$ cat config.mk
export PLATFORM = sky130hd
export DESIGN_NAME = spkr_drv_mc
export DESIGN_NICKNAME = d
export VERILOG_FILES = /design/src/rtl/spkr_pkg.sv /design/src/rtl/pdm_mod.sv /design/src/rtl/spkr_drv_mc.sv
export SDC_FILE = /design/constraint.sdc
export NUM_CORES = 1
export LEC_CHECK = 0
export BUFFER_PORTS_ARGS = -buffer_cell sky130_fd_sc_hd__buf_2
export CAP_MARGIN = 0
export CORE_AREA = 2 2 233 235
export CTS_CLUSTER_SIZE = 24
export DETAILED_ROUTE_END_ITERATION = 7
export DIE_AREA = 0 0 235 237
export GPL_ROUTABILITY_DRIVEN = 0
export PLACE_DENSITY = 0.51
export SETUP_SLACK_MARGIN = 0.02
export SYNTH_ARGS = -nofsm -noshare
export SYNTH_HDL_FRONTEND = slang
export SYNTH_SLANG_ARGS = --single-unit
$ cat constraint.sdc
create_clock -name clk -period 5.9 [get_ports clk]
set_input_delay 0.59 -clock clk [delete_from_list [all_inputs] [get_ports clk]]
set_output_delay 0.59 -clock clk [all_outputs]
set_load 0.02 [all_outputs]
$ cat src/rtl/spkr_pkg.sv
// Shared types and constants for the multi-channel speaker driver.
package spkr_pkg;

    // Soft-mute gain controller states.
    typedef enum logic [1:0] {
        MUTED   = 2'd0,
        RAMP_UP = 2'd1,
        UNITY   = 2'd2,
        RAMP_DN = 2'd3
    } ramp_state_t;

    // Gain is 0..256 unsigned; 256 means unity.
    localparam int                GAIN_W     = 9;
    localparam logic [GAIN_W-1:0] GAIN_UNITY = 9'd256;
    localparam logic [GAIN_W-1:0] GAIN_STEP  = 9'd1;

endpackage

$ cat src/rtl/pdm_mod.sv
// First-order PDM modulator: the carry out of an accumulator fed with an
// offset-binary duty value becomes the output bitstream.
module pdm_mod #(
    parameter int W = 16
) (
    input  logic         clk,
    input  logic         rst_n,
    input  logic [W-1:0] duty,
    output logic         pdm,
    output logic         pdm_n
);

    logic [W-1:0] acc;
    logic [W:0]   sum;

    assign sum = {1'b0, acc} + {1'b0, duty};

    // Accumulate duty; the carry is the pulse density.
    // NOTE: sequential state uses non-blocking (<=) so every register samples pre-edge values.
    always_ff @(posedge clk or negedge rst_n) begin
        if (!rst_n) begin
            acc   <= '0;
            pdm   <= 1'b0;
            pdm_n <= 1'b1;
        end else begin
            acc   <= sum[W-1:0];
            pdm   <= sum[W];
            pdm_n <= ~sum[W];
        end
    end

endmodule

$ cat src/rtl/spkr_drv_mc.sv
// Multi-channel PDM speaker driver with shared soft mute/unmute gain ramp.
// Per channel: capture -> scale by gain -> offset-binary duty -> PDM.
module spkr_drv_mc
    import spkr_pkg::*;
#(
    parameter int NUM_CH   = 2,
    parameter int W        = 16,
    parameter int RAMP_DIV = 64
) (
    input  logic                clk,
    input  logic                rst_n,
    input  logic                vld,
    input  logic [NUM_CH*W-1:0] chnl_in,
    input  logic                mute,
    output logic [NUM_CH-1:0]   pdm,
    output logic [NUM_CH-1:0]   pdm_n,
    output logic                muted,
    output logic                ramping
);

    localparam int           CNT_W = (RAMP_DIV > 1) ? $clog2(RAMP_DIV) : 1;
    localparam logic [W-1:0] MID   = {1'b1, {(W-1){1'b0}}};

    ramp_state_t       state, state_nxt;
    logic [GAIN_W-1:0] gain, gain_nxt;
    logic [CNT_W-1:0]  cnt;
    logic              tick;
    logic signed [GAIN_W:0] gain_s;

    assign muted   = (state == MUTED);
    assign ramping = (state == RAMP_UP) || (state == RAMP_DN);
    assign tick    = ramping && (cnt == CNT_W'(RAMP_DIV - 1));
    assign gain_s  = $signed({1'b0, gain});

    // Next state and gain; a direction change has priority over a tick.
    // NOTE: state_nxt/gain_nxt get defaults first so no path leaves them unassigned (no latch).
    always_comb begin
        state_nxt = state;
        gain_nxt  = gain;
        case (state)
            MUTED: begin
                gain_nxt = '0;
                if (!mute) state_nxt = RAMP_UP;
            end
            RAMP_UP: begin
                if (mute) begin
                    state_nxt = RAMP_DN;
                end else if (tick) begin
                    if (gain >= (GAIN_UNITY - GAIN_STEP)) begin
                        gain_nxt  = GAIN_UNITY;
                        state_nxt = UNITY;
                    end else begin
                        gain_nxt = gain + GAIN_STEP;
                    end
                end
            end
            UNITY: begin
                gain_nxt = GAIN_UNITY;
                if (mute) state_nxt = RAMP_DN;
            end
            RAMP_DN: begin
                if (!mute) begin
                    state_nxt = RAMP_UP;
                end else if (tick) begin
                    if (gain <= GAIN_STEP) begin
                        gain_nxt  = '0;
                        state_nxt = MUTED;
                    end else begin
                        gain_nxt = gain - GAIN_STEP;
                    end
                end
            end
            default: begin
                gain_nxt  = '0;
                state_nxt = MUTED;
            end
        endcase
    end

    // State and gain registers; reset lands in MUTED at zero gain so release only ramps up.
    always_ff @(posedge clk or negedge rst_n) begin
        if (!rst_n) begin
            state <= MUTED;
            gain  <= '0;
        end else begin
            state <= state_nxt;
            gain  <= gain_nxt;
        end
    end

    // Ramp prescaler: restarts on every state entry, runs only while ramping.
    always_ff @(posedge clk or negedge rst_n) begin
        if (!rst_n) begin
            cnt <= '0;
        end else if (state_nxt != state) begin
            cnt <= '0;
        end else if (ramping) begin
            cnt <= tick ? '0 : cnt + CNT_W'(1);
        end else begin
            cnt <= '0;
        end
    end

    for (genvar k = 0; k < NUM_CH; k++) begin : gen_ch
        logic signed [W-1:0]        sample;
        logic signed [W-1:0]        scaled;
        logic        [W-1:0]        duty;
        logic signed [W+GAIN_W-1:0] prod;

        // Full-precision product; |sample*256| always fits so truncation after >>>8 is exact.
        assign prod = sample * gain_s;

        // Capture, scale and offset-binary pipeline for this channel.
        // NOTE: datapath registers are reset too, so the output is silent midscale straight out of reset.
        always_ff @(posedge clk or negedge rst_n) begin
            if (!rst_n) begin
                sample <= '0;
                scaled <= '0;
                duty   <= MID;
            end else begin
                if (vld) sample <= chnl_in[k*W +: W];
                scaled <= W'(prod >>> 8);
                duty   <= scaled ^ MID;
            end
        end

        pdm_mod #(.W(W)) u_pdm (
            .clk   (clk),
            .rst_n (rst_n),
            .duty  (duty),
            .pdm   (pdm[k]),
            .pdm_n (pdm_n[k])
        );
    end

endmodule

==> results of run 1 <==
[cells in the mapped netlist, types with 4 or more instances]
cell type and n:
nand2_1 183, nor3_1 26, nand4_1 4, buf_1 25, clkbuf_1 47, o21ai_0 30, a211o_1 4, nand3_1 20
dfrtp_1 145, o21a_1 5, a21oi_1 45, a22o_1 5, inv_1 289, a31oi_1 13, o221ai_1 6, and3_1 15
buf_4 4, nor2_1 30, and2_1 148, xor2_1 13, mux2_2 32, nand2b_1 8, fa_1 230, o211ai_1 8
ha_1 137, a21o_1 8, or3_1 7, dfstp_2 4, xnor2_1 60
[kinds of logic after synthesis]
logic type               after synthesis  share of synthesized area [%]
multiplexers                          34                           2.40
adder cells (fa/ha/maj)              367                           39.9
AND/OR/NAND/NOR                      455                           14.4
XOR/XNOR                              73                           4.04
AO/OA/AOI/OAI                        159                           6.83
flip-flops                           149                           23.6
buffers and inverters                368                           8.84
[per-layer routing]
metal	vias up	part of all wire, %	GRT usage [%]
met2	142	48	21.0
met1	5418	48	16.9
met4	4	1.5	3.49
li1	5007	-	-
met3	29	3.0	2.52
met5	-	0.071	0
[per-stage QoR]
step	instances	instance area, um2	worst slack [ns]	utilization, %	hold WS [ns]
2_1_floorplan	1605	15800	0.527	-	0.294
3_5_place_dp	2292	16800	0.149	31.6	0.335
6_report	2324	17400	0.354	32.6	0.203
5_1_grt	2324	17400	0.0732	32.6	0.274
4_1_cts	2324	17400	0.141	32.6	0.227
3_3_place_gp	2292	16800	0.268	31.6	0.333
[timing repair]
action | 4_1_cts | 5_1_grt
endpoints found under the hold margin | 0 | 0
resized for setup | 0 | 4
setup buffers | 0 | 0
setup endpoints to repair | 0 | 13
[final cells by class]
class | count | area (um2)
clock buffer | 21 | 440
clock inverter | 11 | 125
fill | 5467 | 35900
inverter | 289 | 1080
multi-input combinational | 1088 | 10700
sequential | 149 | 3740
tap | 696 | 871
timing repair buffer | 70 | 429
[flip-flops by register name, indices dropped and copies added, names as in the netlist]
name                flops
gen_ch.scaled          32
gen_ch.u_pdm.pdm        2
gen_ch.sample          32
gain                    9
gen_ch.duty            32
cnt                     6
gen_ch.u_pdm.acc       32
gen_ch.u_pdm.pdm_n      2
state                   2
[cell usage in the layout (no fill, tap or decap), types with 4 or more instances in the layout]
cell type and instances:
and3_1 15, buf_4 29, dfstp_2 4, xnor2_1 60, a31oi_1 13, and2_1 148
nand2_1 183, or3_1 7, nand2b_1 8, xor2_1 13, o211ai_1 8, a22o_1 5
nor2_1 30, ha_1 137, nand3_1 20, clkbuf_16 17, a21oi_1 45, a211o_1 4
inv_1 289, nand4_1 4, mux2_2 32, o21a_1 5, clkbuf_1 4, o21ai_0 30
o221ai_1 6, buf_2 40, nor3_1 26, dfrtp_2 4, fa_1 230, dfrtp_1 141
a21o_1 8
[critical path: cells and delay by family, from the launching register on]
kind	cells	cell delay, ns
compound gates	6	1.20
fa+ha+maj	6	2.75
buf+inv	4	0.47
flops	1	0.68
simple gates	2	0.31
[how the worst max path moves through the flow]
stage / depth (start not counted) / to / startpoint
2_1_floorplan: 19 / gen_ch[0].scaled[11] / gain[2]
3_3_place_gp: 18 / gen_ch[0].scaled[15] / gain[1]
3_5_place_dp: 19 / gen_ch[1].scaled[15] / gain[1]
4_1_cts: 19 / gen_ch[1].scaled[15] / gain[1]
5_1_grt: 19 / gen_ch[1].scaled[15] / gain[6]
6_report: 18 / gen_ch[0].scaled[11] / gain[6]
==> results.py, run 1 <==
metrics = {
    "cts": {
        "cts_hold_buf": 0,
        "clk_pin_slew_ns": 0.07,
        "cts.sinks": 149,
        "cts_tree": "built",
        "insertion_delay_ns": 0.46,
        "clock_path_buffers": 2,
        "h-tree-depth": 4,
        "root_buffer": "clkbuf_16",
        "numCtsBuffers": 17,
    },
    "critical_path": {
        "ff2ff_path_depth": 18,
        "crit_type": "reg2reg",
        "r2r_start": "gain[6]",
        "slowest_stage": "dfrtp_1",
        "cp.arrival_ns": 5.90,
        "r2r-end": "gen_ch[0].scaled[11]",
        "worstPathCellList": "buf_4 -> nand2_1 -> fa_1 -> inv_1 -> fa_1 -> fa_1 -> fa_1 -> inv_1 -> fa_1 -> inv_1 -> ha_1 -> and3_1 -> a21oi_1 -> o21ai_0 -> a31oi_4 -> o21ai_2 -> a2111o_1 -> o311ai_1",
        "cp.required_ns": 6.25,
        "rrSetupSlack_ns": 0.35,
        "worstSetupEndpointType": "flop",
        "max_stage_delay_ns": 0.68,
        "crit_fanout": 16,
        "cp-start-kind": "flop",
        "crit_path_frequent_cell": "fa_1",
    },
    "floorplan": {
        "die-area_um2": 55700,
        "pin_count": 42,
        "rows": 85,
        "start_util_pct": 29.7,
        "die_width_um": 235,
        "fp.coreArea_um2": 53300,
        "die_h_um": 237,
    },
    "synth": {
        "syn_nets": 2008,
        "synth_cell_types": 63,
        "yosysTopAreaCellShare_pct": 29.1,
        "yosys_most_used_dff": "dfrtp_1",
        "syn_area_per_cell_um2": 9.86,
        "ys_seq_area_share_pct": 23.6,
        "syn_area_um2": 15800,
        "yosysTopAreaCell": "fa_1",
        "synth_edf_count": 0,
        "yosys_warnings": 0,
        "synth_cells": 1605,
        "synth_top_cells_by_area": "fa_1, dfrtp_1, ha_1, inv_1, and2_1",
        "async_flop_share_pct": 100,
        "ys_ff_latch": 149,
    },
    "routing": {
        "drtIter0Drc": 569,
        "avgViaCountPerCell": 4.56,
        "num_vias": 10600,
        "drc_errors": 0,
        "drtPass1Iterations": 6,
        "avgRoutedWirePerCell_um": 14.0,
        "drt_wl_total_mm": 32.5,
        "ant_nets": 0,
    },
    "sta": {
        "rsz0062_at_grt": "false",
        "fin_skew_ns": 0.0189,
        "fin_crit_sh_pct": 94.0,
        "setup_tns_ns": 0,
        "setup_viol": 0,
        "slew_viol_final": 0,
        "max_slew_margin_pct": 21.0,
        "post-route-min-period_ns": 5.55,
        "hold_violations": 0,
        "worst_pin_slew_ns": 1.18,
        "clock.fmax_mhz": 180,
    },
    "cells_and_area": {
        "diodes": 0,
        "area_growth_pct": 9.82,
        "layout.nets": 2018,
        "drive_above_1_share_pct": 9.21,
    },
    "grt": {
        "grt_pass1_wl_mm": 57.0,
        "grt_max_degree": 92,
        "antenna_found_initial": 2,
        "grt_pass1_vias": 11400,
        "grt-ovfl-total": 0,
        "gr-usage-all-layers_pct": 12.7,
    },
    "placed_design": {
        "hpwlAfterDp_mm": 25.7,
        "port_buffers": 41,
    },
    "min_path": {
        "hold_path.class": "in2async",
    },
    "run_status": {
        "status": "finished clean",
    },
    "run": {
        "maxCapViolations": 0,
    },
}
Power of run 1 is left out: the tool's default activity adds up to more than one toggle a clock period on the data nets, which glitch-free logic cannot reach.
==> run 2, diff against run 1 <==
==> constraint.sdc (replaced) <==
create_clock -name clk -period 5.9 [get_ports clk]
set_input_delay 0.295 -clock clk [delete_from_list [all_inputs] [get_ports clk]]
set_output_delay 0.295 -clock clk [all_outputs]
set_load 0.02 [all_outputs]
==> results.py, run 2 (synthesized netlist as in run 1, its figures left out) <==
metrics = {
    "cells_and_area": {
        "layout.nets": 2019,
        "multiInputGateArea_um2": 10700,
        "regArea_um2": 3740,
        "final_cell_mix": "inv_1, fa_1, nand2_1, and2_1, dfrtp_1",
        "n_fill_cell": 5470,
        "mostFrequentLayoutCell": "inv_1",
        "drive_above_1_share_pct": 9.39,
        "area_growth_pct": 10.1,
    },
    "critical_path": {
        "worstSetupEndpointType": "flop",
        "r2r_start": "gain[6]",
        "cp.required_ns": 6.25,
        "crit_fanout": 16,
        "crit_type": "reg2reg",
        "cp.arrival_ns": 5.91,
        "cp-start-kind": "flop",
        "worstSetupStartpoint": "gain[6]",
    },
    "grt": {
        "grt-ovfl-total": 0,
        "grt_max_degree": 87,
        "gr-usage-all-layers_pct": 12.7,
        "antenna_found_initial": 2,
        "grt_pass1_wl_mm": 57.3,
        "grt_pass1_vias": 11300,
    },
    "routing": {
        "avgRoutedWirePerCell_um": 14.1,
        "num_vias": 10600,
        "ant_nets": 0,
        "drtIter0Drc": 514,
        "drtPass1Iterations": 5,
        "drc_errors": 0,
        "drt_wl_total_mm": 32.8,
        "avgViaCountPerCell": 4.55,
    },
    "run_status": {
        "status": "finished clean",
    },
    "cts": {
        "cts_setup_buffers": 0,
        "clock_path_buffers": 2,
        "cts_tree": "built",
        "insertion_delay_ns": 0.46,
        "root_buffer": "clkbuf_16",
        "clk_pin_slew_ns": 0.07,
        "h-tree-depth": 4,
        "numCtsBuffers": 17,
        "cts.sinks": 149,
    },
    "floorplan": {
        "rows": 85,
        "start_util_pct": 29.7,
        "fp.coreArea_um2": 53300,
        "pin_count": 42,
        "die_width_um": 235,
        "die-area_um2": 55700,
        "die_h_um": 237,
    },
    "min_path": {
        "hold_start": "chnl_in[24]",
        "hold_path.class": "in2reg",
    },
    "sta": {
        "clock.fmax_mhz": 180,
        "setup_viol": 0,
        "max_slew_margin_pct": 22.6,
        "worst_pin_slew_ns": 1.15,
        "hold_violations": 0,
        "slew_viol_final": 0,
        "rsz0062_at_grt": "false",
        "fin_crit_sh_pct": 94.3,
        "setup_tns_ns": 0,
        "fin_skew_ns": 0.0152,
        "post-route-min-period_ns": 5.56,
    },
    "placed_design": {
        "port_buffers": 41,
        "hpwlAfterDp_mm": 25.6,
    },
    "run": {
        "maxCapViolations": 0,
    },
}
run 2: cell types whose count changed in the layout (fill, tap and decap cells not counted):
cell           before  now
diode_2             0    1
dlygate4sd3_1       0    1
clkbuf_8            0    1
clkbuf_1            4    1
clkinv_4            1    3
clkinv_2            3    2
inv_8               0    1
run 2: metal layers:
metal	GRT usage (%)	wire (um)
met2	21.3	15700
met3	2.27	1120
met5	0	23
met4	2.82	390
met1	17.2	15500
run 2: final timing paths:
path                       depth (start not counted)  slack [ns]                      to
max reg2reg                                       18        0.34    gen_ch[0].scaled[11]
min                                                2        0.08     gen_ch[1].sample[8]
min in group asynchronous                          2        0.49  gen_ch[0].u_pdm.acc[2]
max                                               18        0.34    gen_ch[0].scaled[11]
max in group asynchronous                          3        4.07     gen_ch[1].scaled[1]
min reg2reg                                        0        0.35       gen_ch[1].duty[1]
run 2: area by class of cell:
type | count | area share, %
clock buffer | 19 | 2.54
clock inverter | 13 | 0.854
sequential | 149 | 21.5
tap | 696 | 5.00
timing repair buffer | 71 | 2.52
antenna | 1 | 0.0144
inverter | 289 | 6.23
multi-input combinational | 1088 | 61.4
run 2: critical path, cell delays in order, from the launching register on:
cell and delay (ns):
dfrtp_1 0.69, buf_4 0.34, nand2_1 0.10, fa_1 0.49, inv_1 0.05, fa_1 0.56
fa_1 0.43, fa_1 0.49, inv_1 0.05, fa_1 0.47, inv_1 0.04, ha_1 0.32
and3_1 0.23, a21oi_1 0.15, o21ai_0 0.15, a31oi_4 0.28, o21ai_2 0.12, a2111o_1 0.42
o311ai_1 0.09
run 2: repair_timing:
item,4_1_cts,5_1_grt
endpoints found under the setup margin,0,13
gates resized for setup,0,4
hold buffers,1,0
hold endpoints to repair,83,0
run 2: metrics by stage:
stage / cell area (um2) / hold slack, ns / std cells / setup WS (ns) / util (%)
floorplan: 15800 / -0.000591 / 1605 / 0.527 / -
global placement: 16800 / 0.333 / 2292 / 0.270 / 31.6
detailed placement: 16800 / 0.335 / 2292 / 0.136 / 31.6
CTS: 17400 / 0.0362 / 2325 / 0.117 / 32.7
global route: 17400 / 0.0531 / 2325 / 0.0236 / 32.7
finish: 17400 / 0.0788 / 2326 / 0.338 / 32.7
Power of run 2 is left out for the same reason.
